<file path="config.mk">
export PLATFORM = sky130hd
export DESIGN_NAME = acq_decimator
export DESIGN_NICKNAME = d
export VERILOG_FILES = /design/src/rtl/acq_pkg.sv /design/src/rtl/acq_minmax.sv /design/src/rtl/acq_decimator.sv
export SDC_FILE = /design/constraint.sdc
export NUM_CORES = 1
export LEC_CHECK = 0
export ABC_AREA = 1
export CAP_MARGIN = 20
export CORE_MARGIN = 2
export CORE_UTILIZATION = 60
export DETAILED_ROUTE_END_ITERATION = 16
export GPL_ROUTABILITY_DRIVEN = 0
export PLACE_DENSITY = 0.84
export SLEW_MARGIN = 20
export SYNTH_ARGS = -nofsm -noshare
export SYNTH_HDL_FRONTEND = slang
export SYNTH_SLANG_ARGS = --single-unit
</file>
<file path="constraint.sdc">
create_clock -name clk -period 4.6 [get_ports clk]
set_clock_uncertainty 0.2 [all_clocks]
set_input_delay 0.69 -clock clk [delete_from_list [all_inputs] [get_ports clk]]
set_output_delay 0.69 -clock clk [all_outputs]
set_load 0.005 [all_outputs]
</file>
<file path="src/rtl/acq_pkg.sv">
// Shared acquisition definitions: mode encodings and the raw-mode decode helper.
package acq_pkg;

  localparam int unsigned ACQ_MODE_WIDTH = 2;

  typedef enum logic [ACQ_MODE_WIDTH-1:0] {
    ACQ_MODE_SAMPLE = 2'd0,
    ACQ_MODE_PEAK   = 2'd1,
    ACQ_MODE_AVG    = 2'd2,
    ACQ_MODE_RSVD   = 2'd3
  } acq_mode_e;

  // Reserved folds to sample; average folds to sample when the averager is not built.
  function automatic acq_mode_e acq_mode_decode(input logic [ACQ_MODE_WIDTH-1:0] raw,
                                                input logic                      avg_en);
    acq_mode_e m;
    unique case (raw)
      2'd1:    m = ACQ_MODE_PEAK;
      2'd2:    m = avg_en ? ACQ_MODE_AVG : ACQ_MODE_SAMPLE;
      default: m = ACQ_MODE_SAMPLE;
    endcase
    return m;
  endfunction

endpackage

</file>
<file path="src/rtl/acq_minmax.sv">
// Signed running min/max tracker. run_min/run_max already include the current din
// when init or update is asserted; the registered state advances on the same edge.
module acq_minmax #(
  parameter int unsigned DATA_WIDTH = 16
) (
  input  logic                         clk,
  input  logic                         rst_n,
  input  logic                         init,
  input  logic                         update,
  input  logic signed [DATA_WIDTH-1:0] din,
  output logic signed [DATA_WIDTH-1:0] run_min,
  output logic signed [DATA_WIDTH-1:0] run_max
);

  logic signed [DATA_WIDTH-1:0] min_q, max_q;

  always_comb begin
    run_min = min_q;
    run_max = max_q;
    if (init) begin
      run_min = din;
      run_max = din;
    end else if (update) begin
      if (din < min_q) run_min = din;
      if (din > max_q) run_max = din;
    end
  end

  always_ff @(posedge clk) begin
    if (!rst_n) begin
      min_q <= '0;
      max_q <= '0;
    end else if (init || update) begin
      min_q <= run_min;
      max_q <= run_max;
    end
  end

endmodule

</file>
<file path="src/rtl/acq_decimator.sv">
// Acquisition decimator: sample / peak-detect / average over frames of valid samples.
// Define ACQ_DECIMATOR_AVG_EN to build the average mode (accumulator and shifter).
module acq_decimator
  import acq_pkg::*;
#(
  parameter int unsigned DATA_WIDTH  = 16,
  parameter int unsigned RATIO_WIDTH = 16,
  parameter int unsigned MAX_SHIFT   = 16
) (
  input  logic                          clk,
  input  logic                          rst_n,
  input  logic signed [DATA_WIDTH-1:0]  din,
  input  logic                          din_valid,
  input  logic                          clr,
  input  logic [ACQ_MODE_WIDTH-1:0]     mode,
  input  logic [RATIO_WIDTH-1:0]        ratio,
  input  logic [4:0]                    avg_shift,
  output logic signed [DATA_WIDTH-1:0]  dout_min,
  output logic signed [DATA_WIDTH-1:0]  dout_max,
  output logic                          dout_valid
);

`ifdef ACQ_DECIMATOR_AVG_EN
  localparam logic        AvgEn = 1'b1;
  // Counter must reach 2^MAX_SHIFT-1 in average mode as well as ratio-1.
  localparam int unsigned CntW  = (RATIO_WIDTH > MAX_SHIFT) ? RATIO_WIDTH : MAX_SHIFT;
`else
  localparam logic        AvgEn = 1'b0;
  localparam int unsigned CntW  = RATIO_WIDTH;
  localparam int unsigned UnusedMaxShift = MAX_SHIFT;
  logic unused_avg_shift;
  assign unused_avg_shift = ^avg_shift;
`endif

  logic [CntW-1:0]              cnt_q, cnt_d, cnt_eff;
  logic [CntW-1:0]              last_q, last_new, last_sel;
  acq_mode_e                    mode_q, mode_new, mode_sel;
  logic                         frame_start, frame_end;
  logic signed [DATA_WIDTH-1:0] first_q, first_sel;
  logic signed [DATA_WIDTH-1:0] run_min, run_max;
  logic signed [DATA_WIDTH-1:0] res_min, res_max;
  logic signed [DATA_WIDTH-1:0] dout_min_q, dout_max_q;
  logic                         dout_valid_q;

  // clr restarts the frame, so the sample arriving with it is a frame start.
  assign cnt_eff     = clr ? '0 : cnt_q;
  assign frame_start = din_valid && (cnt_eff == '0);
  assign mode_new    = acq_mode_decode(mode, AvgEn);
  assign mode_sel    = frame_start ? mode_new : mode_q;
  assign last_sel    = frame_start ? last_new : last_q;
  assign frame_end   = din_valid && (cnt_eff == last_sel);
  assign first_sel   = frame_start ? din : first_q;

`ifdef ACQ_DECIMATOR_AVG_EN
  localparam int unsigned AccW = DATA_WIDTH + MAX_SHIFT;

  logic [4:0]                   shift_q, shift_new, shift_sel;
  logic signed [AccW-1:0]       acc_q, acc_d, din_ext;
  logic signed [DATA_WIDTH-1:0] avg_res;

  assign shift_new = (32'(avg_shift) > MAX_SHIFT) ? 5'(MAX_SHIFT) : avg_shift;
  assign shift_sel = frame_start ? shift_new : shift_q;
  assign din_ext   = AccW'(din);
  assign acc_d     = frame_start ? din_ext : acc_q + din_ext;
  // A frame of 2^shift samples averages back into the input range, so truncation is exact.
  assign avg_res   = DATA_WIDTH'(acc_d >>> shift_sel);

  always_ff @(posedge clk) begin
    if (!rst_n) begin
      shift_q <= '0;
      acc_q   <= '0;
    end else begin
      if (frame_start) shift_q <= shift_new;
      if (din_valid)   acc_q   <= acc_d;
    end
  end
`endif

  always_comb begin
    last_new = (ratio == '0) ? '0 : CntW'(ratio) - CntW'(1);
`ifdef ACQ_DECIMATOR_AVG_EN
    if (mode_new == ACQ_MODE_AVG) last_new = (CntW'(1) << shift_new) - CntW'(1);
`endif
  end

  always_comb begin
    cnt_d = cnt_eff;
    if (din_valid) cnt_d = frame_end ? '0 : cnt_eff + CntW'(1);
  end

  acq_minmax #(
    .DATA_WIDTH(DATA_WIDTH)
  ) u_minmax (
    .clk    (clk),
    .rst_n  (rst_n),
    .init   (frame_start),
    .update (din_valid && !frame_start),
    .din    (din),
    .run_min(run_min),
    .run_max(run_max)
  );

  always_comb begin
    res_min = first_sel;
    res_max = first_sel;
    unique case (mode_sel)
      ACQ_MODE_PEAK: begin
        res_min = run_min;
        res_max = run_max;
      end
`ifdef ACQ_DECIMATOR_AVG_EN
      ACQ_MODE_AVG: begin
        res_min = avg_res;
        res_max = avg_res;
      end
`endif
      default: ;
    endcase
  end

  always_ff @(posedge clk) begin
    if (!rst_n) begin
      cnt_q        <= '0;
      last_q       <= '0;
      mode_q       <= ACQ_MODE_SAMPLE;
      first_q      <= '0;
      dout_min_q   <= '0;
      dout_max_q   <= '0;
      dout_valid_q <= 1'b0;
    end else begin
      cnt_q        <= cnt_d;
      dout_valid_q <= frame_end;
      if (frame_start) begin
        mode_q  <= mode_new;
        last_q  <= last_new;
        first_q <= din;
      end
      if (frame_end) begin
        dout_min_q <= res_min;
        dout_max_q <= res_max;
      end
    end
  end

  assign dout_min   = dout_min_q;
  assign dout_max   = dout_max_q;
  assign dout_valid = dout_valid_q;

endmodule
</file>
---- Word-level counts from Yosys, hierarchy flattened ----
Index checks and enable logic that the tools add are counted.
word-level totals
  bits in registers ....................... 115
  input bits .............................. 43
  output and inout bits ................... 33
  logic and storage cells ................. 39
cells by class
  add/sub/neg operators ................... 2
  $lt $le $gt $ge ......................... 2
  eq/ne operators ......................... 3
  muxes and demuxes ....................... 16
  reduce and logical (&&, ||, !) cells .... 7
operators with widths
  cell                     number
  $mux W16                 14
  $logic_not A16 Y1        2
  $add A16 B1 Y16 const B  1
  $eq A16 B16 Y1           1
  $gt A16 B16 Y1           1
  $lt A16 B16 Y1           1
  $sub A16 B1 Y16 const B  1
  $eq A2 B1 Y1 const B     2
  $logic_and A1 B1 Y1      3
  $mux W2                  1
  $logic_not A1 Y1         1
  $logic_or A1 B1 Y1       1
  $mux W1                  1

---- Logic depth before layout (Yosys ltp) ----
  depth after elaboration ................. 8
  gate-level depth with buffers ........... 25
  depth with buffers taken out ............ 22

---- Cells and area by module ----
From an unflattened synthesis, not the netlist that was laid out.
second synthesis, totals
  cell total of the unflattened synthesis .. 1182
  area total of the unflattened synthesis .. 7407.1 µm²
modules (own cells, without submodules)
  module         instances  cells an instance  area each (µm²)  seq. area each (µm²)
  acq_decimator  1          815                5071.1           1661.6
  acq_minmax     1          367                2336.0           640.6

---- Least setup slack after synthesis ----
No wires, ideal clock.
  path kind ............................... in2reg
  start point ............................. input port clr
  end point ............................... register dout_min_q[0] (netlist: dout_min[0])
  library setup time ...................... 0.113 ns
  arrival ................................. 2.837 ns
  data required time ...................... 4.287 ns
  path slack .............................. 1.450 ns
  stages .................................. 22
  path buffers ............................ 4
  cell sequence ........................... inv_2 buf_2 nand2_1 ha_1 nand2_1 inv_1 nand2_1 nor2_1 nand2_1 nor2_2 buf_4 or2_2 nand2_1 nand2_1 nand2_1 nand3_1 nor2_1 nand2_1 buf_2 buf_2 nor2_1 nor2_1
between the ends
  word-level cells in the longest chain between the ends .. 8
  elaborated cells on any way between the ends .. 14
  classes of those cells .................. eq/ne (2); mux (7); reduce/logical (5)
ends and longest elaborated chain
  item                  line                  text
  start, declared       acq_decimator.sv:14   input logic clr,
  $mux W16 (*)          acq_decimator.sv:46   assign cnt_eff = clr ? '0 : cnt_q;
  $logic_not A16 Y1     acq_decimator.sv:47   assign frame_start = din_valid && (cnt_eff == '0);
  $logic_and A1 B1 Y1   acq_decimator.sv:47
  $logic_not A1 Y1      acq_decimator.sv:97   .update (din_valid && !frame_start),
  $logic_and A1 B1 Y1   acq_decimator.sv:97
  $mux W16              acq_minmax.sv:23      end else if (update) begin
  $mux W16              acq_minmax.sv:20      if (init) begin
  $mux W16              acq_decimator.sv:106  unique case (mode_sel)
  end signal, assigned  acq_decimator.sv:139  dout_min_q <= res_min;
  end, declared         acq_decimator.sv:42   logic signed [DATA_WIDTH-1:0] dout_min_q, dout_max_q;
Every way passes the cells marked *; elsewhere a longest branch is shown, timed or not.
A chain may end at the register's enable or synchronous reset.

---- Worst setup path after layout ----
  start point ............................. input port clr
  end point ............................... register dout_min_q[4] (netlist: dout_min[4])
The elaborated chain is that of the path after synthesis.

==> metrics.md <==
| Metric | Value |
|---|---|
| Status | `finished, final reports clean` |
| Dpl hpwl | `13.1 mm` |
| Final setup fails | `0` |
| Syn avg cell area | `6.00 µm²` |
| EDFF count, synth | `0` |
| # clock sinks | `115` |
| Layout fillers | `950` |
| Slowest stage delay, CP | `0.48 ns` |
| Largest net degree at the start of global routing | `67` |
| Later-pin clock latency in the skew report | `0.42 ns` |
| Post-layout instance area | `8470 µm²` |
| Port bufs | `70` |
| Register area | `2300 µm²` |
| Area grow syn2layout | `20.2%` |
| Yosys top cell area share | `32.7%` |
| Placeable Area | `11400 µm²` |
| Worst slack, placed | `0.470 ns` |
| Drc violations | `0` |
| Worst path cell trace | `clkdlybuf4s50_1 -> inv_2 -> nand2_1 -> ha_1 -> nand2_1 -> inv_1 -> nand2_1 -> nor2_1 -> nand2_1 -> nor2_4 -> buf_4 -> o21ai_0 -> o21ai_0 -> inv_1 -> buf_12 -> or2_2 -> nand2_1 -> nor2_1 -> nor2_1` |
| Period utilization | `82.5%` |
| CP max-delay cell | `clkdlybuf4s50_1` |
| Cells after synthesis | `1175` |
| Worst-margin pin slew | `0.660 ns` |
| Post_cts resized | `0` |
| Yosys warns | `0` |
| Pwr dens | `354 nW/µm²` |
| Setup bufs post-CTS | `0` |
| Worst hold path type | `reg2reg` |
| Die Area | `12600 µm²` |
| CP required | `4.71 ns` |
| Routed Antenna Nets | `0` |
| DR vias | `7340` |
| Cell area after synthesis | `7050 µm²` |
| Total Routed Length | `18.7 mm` |
| Chip Height | `112 µm` |
| Placed Area | `7830 µm²` |
| Slew margin rel. | `55.9%` |
| Layout cell share with drive strength beyond 1 | `5.79%` |
| 1st-pass router iterations | `5` |
| Ant. Diodes | `0` |
| Syn_nets | `1252` |
| Setup TNS Final | `0 ns` |
| Fin. Hold Viols | `0` |
| CP dominant cell by count | `nand2_1` |
| Area contributors post-synth | `dfxtp_1, nand2_1, nor2_1` |
| Cell variety after synth | `27` |
| DR iter-0 viols | `679` |
| P_leak | `4.43 nW` |
| Die Wd | `112 µm` |
| Vias in the first global route | `6757` |
| # rows | `39` |
| Critical path startpoint category | `primary input` |
| #FFs+latches synth | `115` |
| Maximum VDD drop | `0.396 mV` |
| Vias per inst | `5.29` |
| Combined buffer and inverter count along the critical path | `6` |
| Synth area leader | `dfxtp_1` |
| Clk buf depth | `2` |
| Worst-path clk slew | `0.06 ns` |
| CTS tree | `yes` |
| Max-cap viol count | `0` |
| CTS Buf Count | `17` |
| Tmin final | `3.80 ns` |
| First-pass GRT wire length | `30.6 mm` |
| Final #Nets | `1308` |
| Multi-input combinational cell area | `3940 µm²` |
| Root Buffer Master | `clkbuf_16` |
| Post-synth ARST share | `0%` |
| Post-cts hold buffer count | `0` |
| Worst Path Class, Setup | `in2reg` |
| Critical path's top delay family | `buffers and inverters` |
| Worst R2R Setup Slack | `1.40 ns` |
| Crit path arrival time | `3.91 ns` |
| Seq/Total Area, Yosys | `32.7%` |
| Drt wl/cell | `13.5 µm` |
| Starting density of the core | `61.7%` |
| Overflow after GRT | `0` |
| H-tree levels | `4` |
| CP max FO | `48` |
| Initial antenna violation count | `0` |
| F_max | `263 MHz` |
| Crit end category | `flop` |
| GRT Overall Usage | `30.3%` |
| Setup ws final | `0.803 ns` |
| Io pins | `76` |
| Slew Limit Fails | `0` |
| Post-synth top flop | `dfxtp_1` |
| RSZ-0062 raised after global routing | `no` |
where the power goes:
group / internal (mW) / total (mW) / switching (mW)
combinational: 0.189 / 0.521 / 0.332
clock: 0.925 / 1.42 / 0.491
sequential: 1.05 / 1.06 / 0.0139
total: 2.16 / 3.00 / 0.837
cell type report:
type / instances / area share [%]
clock inverter: 14 / 2.39
clock buffer: 18 / 5.18
multi-input combinational: 855 / 46.4
sequential: 115 / 27.2
tap: 143 / 2.11
timing repair buffer: 82 / 9.63
inverter: 160 / 7.09
cell families after synthesis:
logic type / after synthesis / synth area share, %
flops: 115 / 32.7
buf+inv: 205 / 11.6
simple gates: 743 / 43.6
fa+ha+maj: 34 / 6.04
xor+xnor: 6 / 0.746
compound gates: 72 / 5.31
Yosys cell counts, drive strengths merged, types with 4 or more instances:
library cell    n
a21oi          27
buf            20
clkbuf         25
dfxtp         115
ha             34
inv           160
nand2         369
nand3         131
nand4           8
nor2          191
nor3           15
o21ai          38
or2            21
xor2            4
tightest hold or removal path, stage by stage, from the launching register on:
cell and delay, ns:
dfxtp_1 0.30, inv_1 0.06, nor3_1 0.05
sequential cells by signal (all words and copies together) (netlist names), 2 cells and up:
register,flops
last_q,16
dout_min,16
u_minmax.min_q,16
u_minmax.max_q,16
dout_max,16
cnt_q,16
first_q,16
mode_q,2
per-layer routing:
layer	routed length, µm	global-route usage, %
met3	875	5.89
met2	9130	53.7
met1	7520	33.1
met5	0	0
met4	1140	19.0
layout by cell type (no fill, tap or decap), types with 8 or more instances in the layout:
cell,n
o21ai_0,38
nand4_1,8
dfxtp_1,115
inv_1,157
nand2_1,366
buf_4,10
clkdlybuf4s50_1,70
nand3_1,131
or2_2,21
a21oi_1,27
nor2_1,190
nor3_1,15
clkbuf_16,17
ha_1,34
stage by stage:
stage	hold WS, ns	utilization, %	power [mW]	cells
CTS	0.253	74.2	3.00	1387
global placement	0.231	68.6	1.58	1355
finish	0.252	74.2	3.00	1387
global route	0.297	74.2	3.14	1387
detailed placement	0.239	68.6	1.59	1355
floorplan	0.219	-	1.45	1175
worst paths after layout:
check | start | endpoint | cells after the start
max | clr | dout_min[4] | 19
min reg2reg | mode_q[1] | mode_q[1] | 2
max reg2reg | cnt_q[1] | dout_min[4] | 19
min | mode_q[1] | mode_q[1] | 2
No activity file was read; power rests on OpenSTA's default activity.
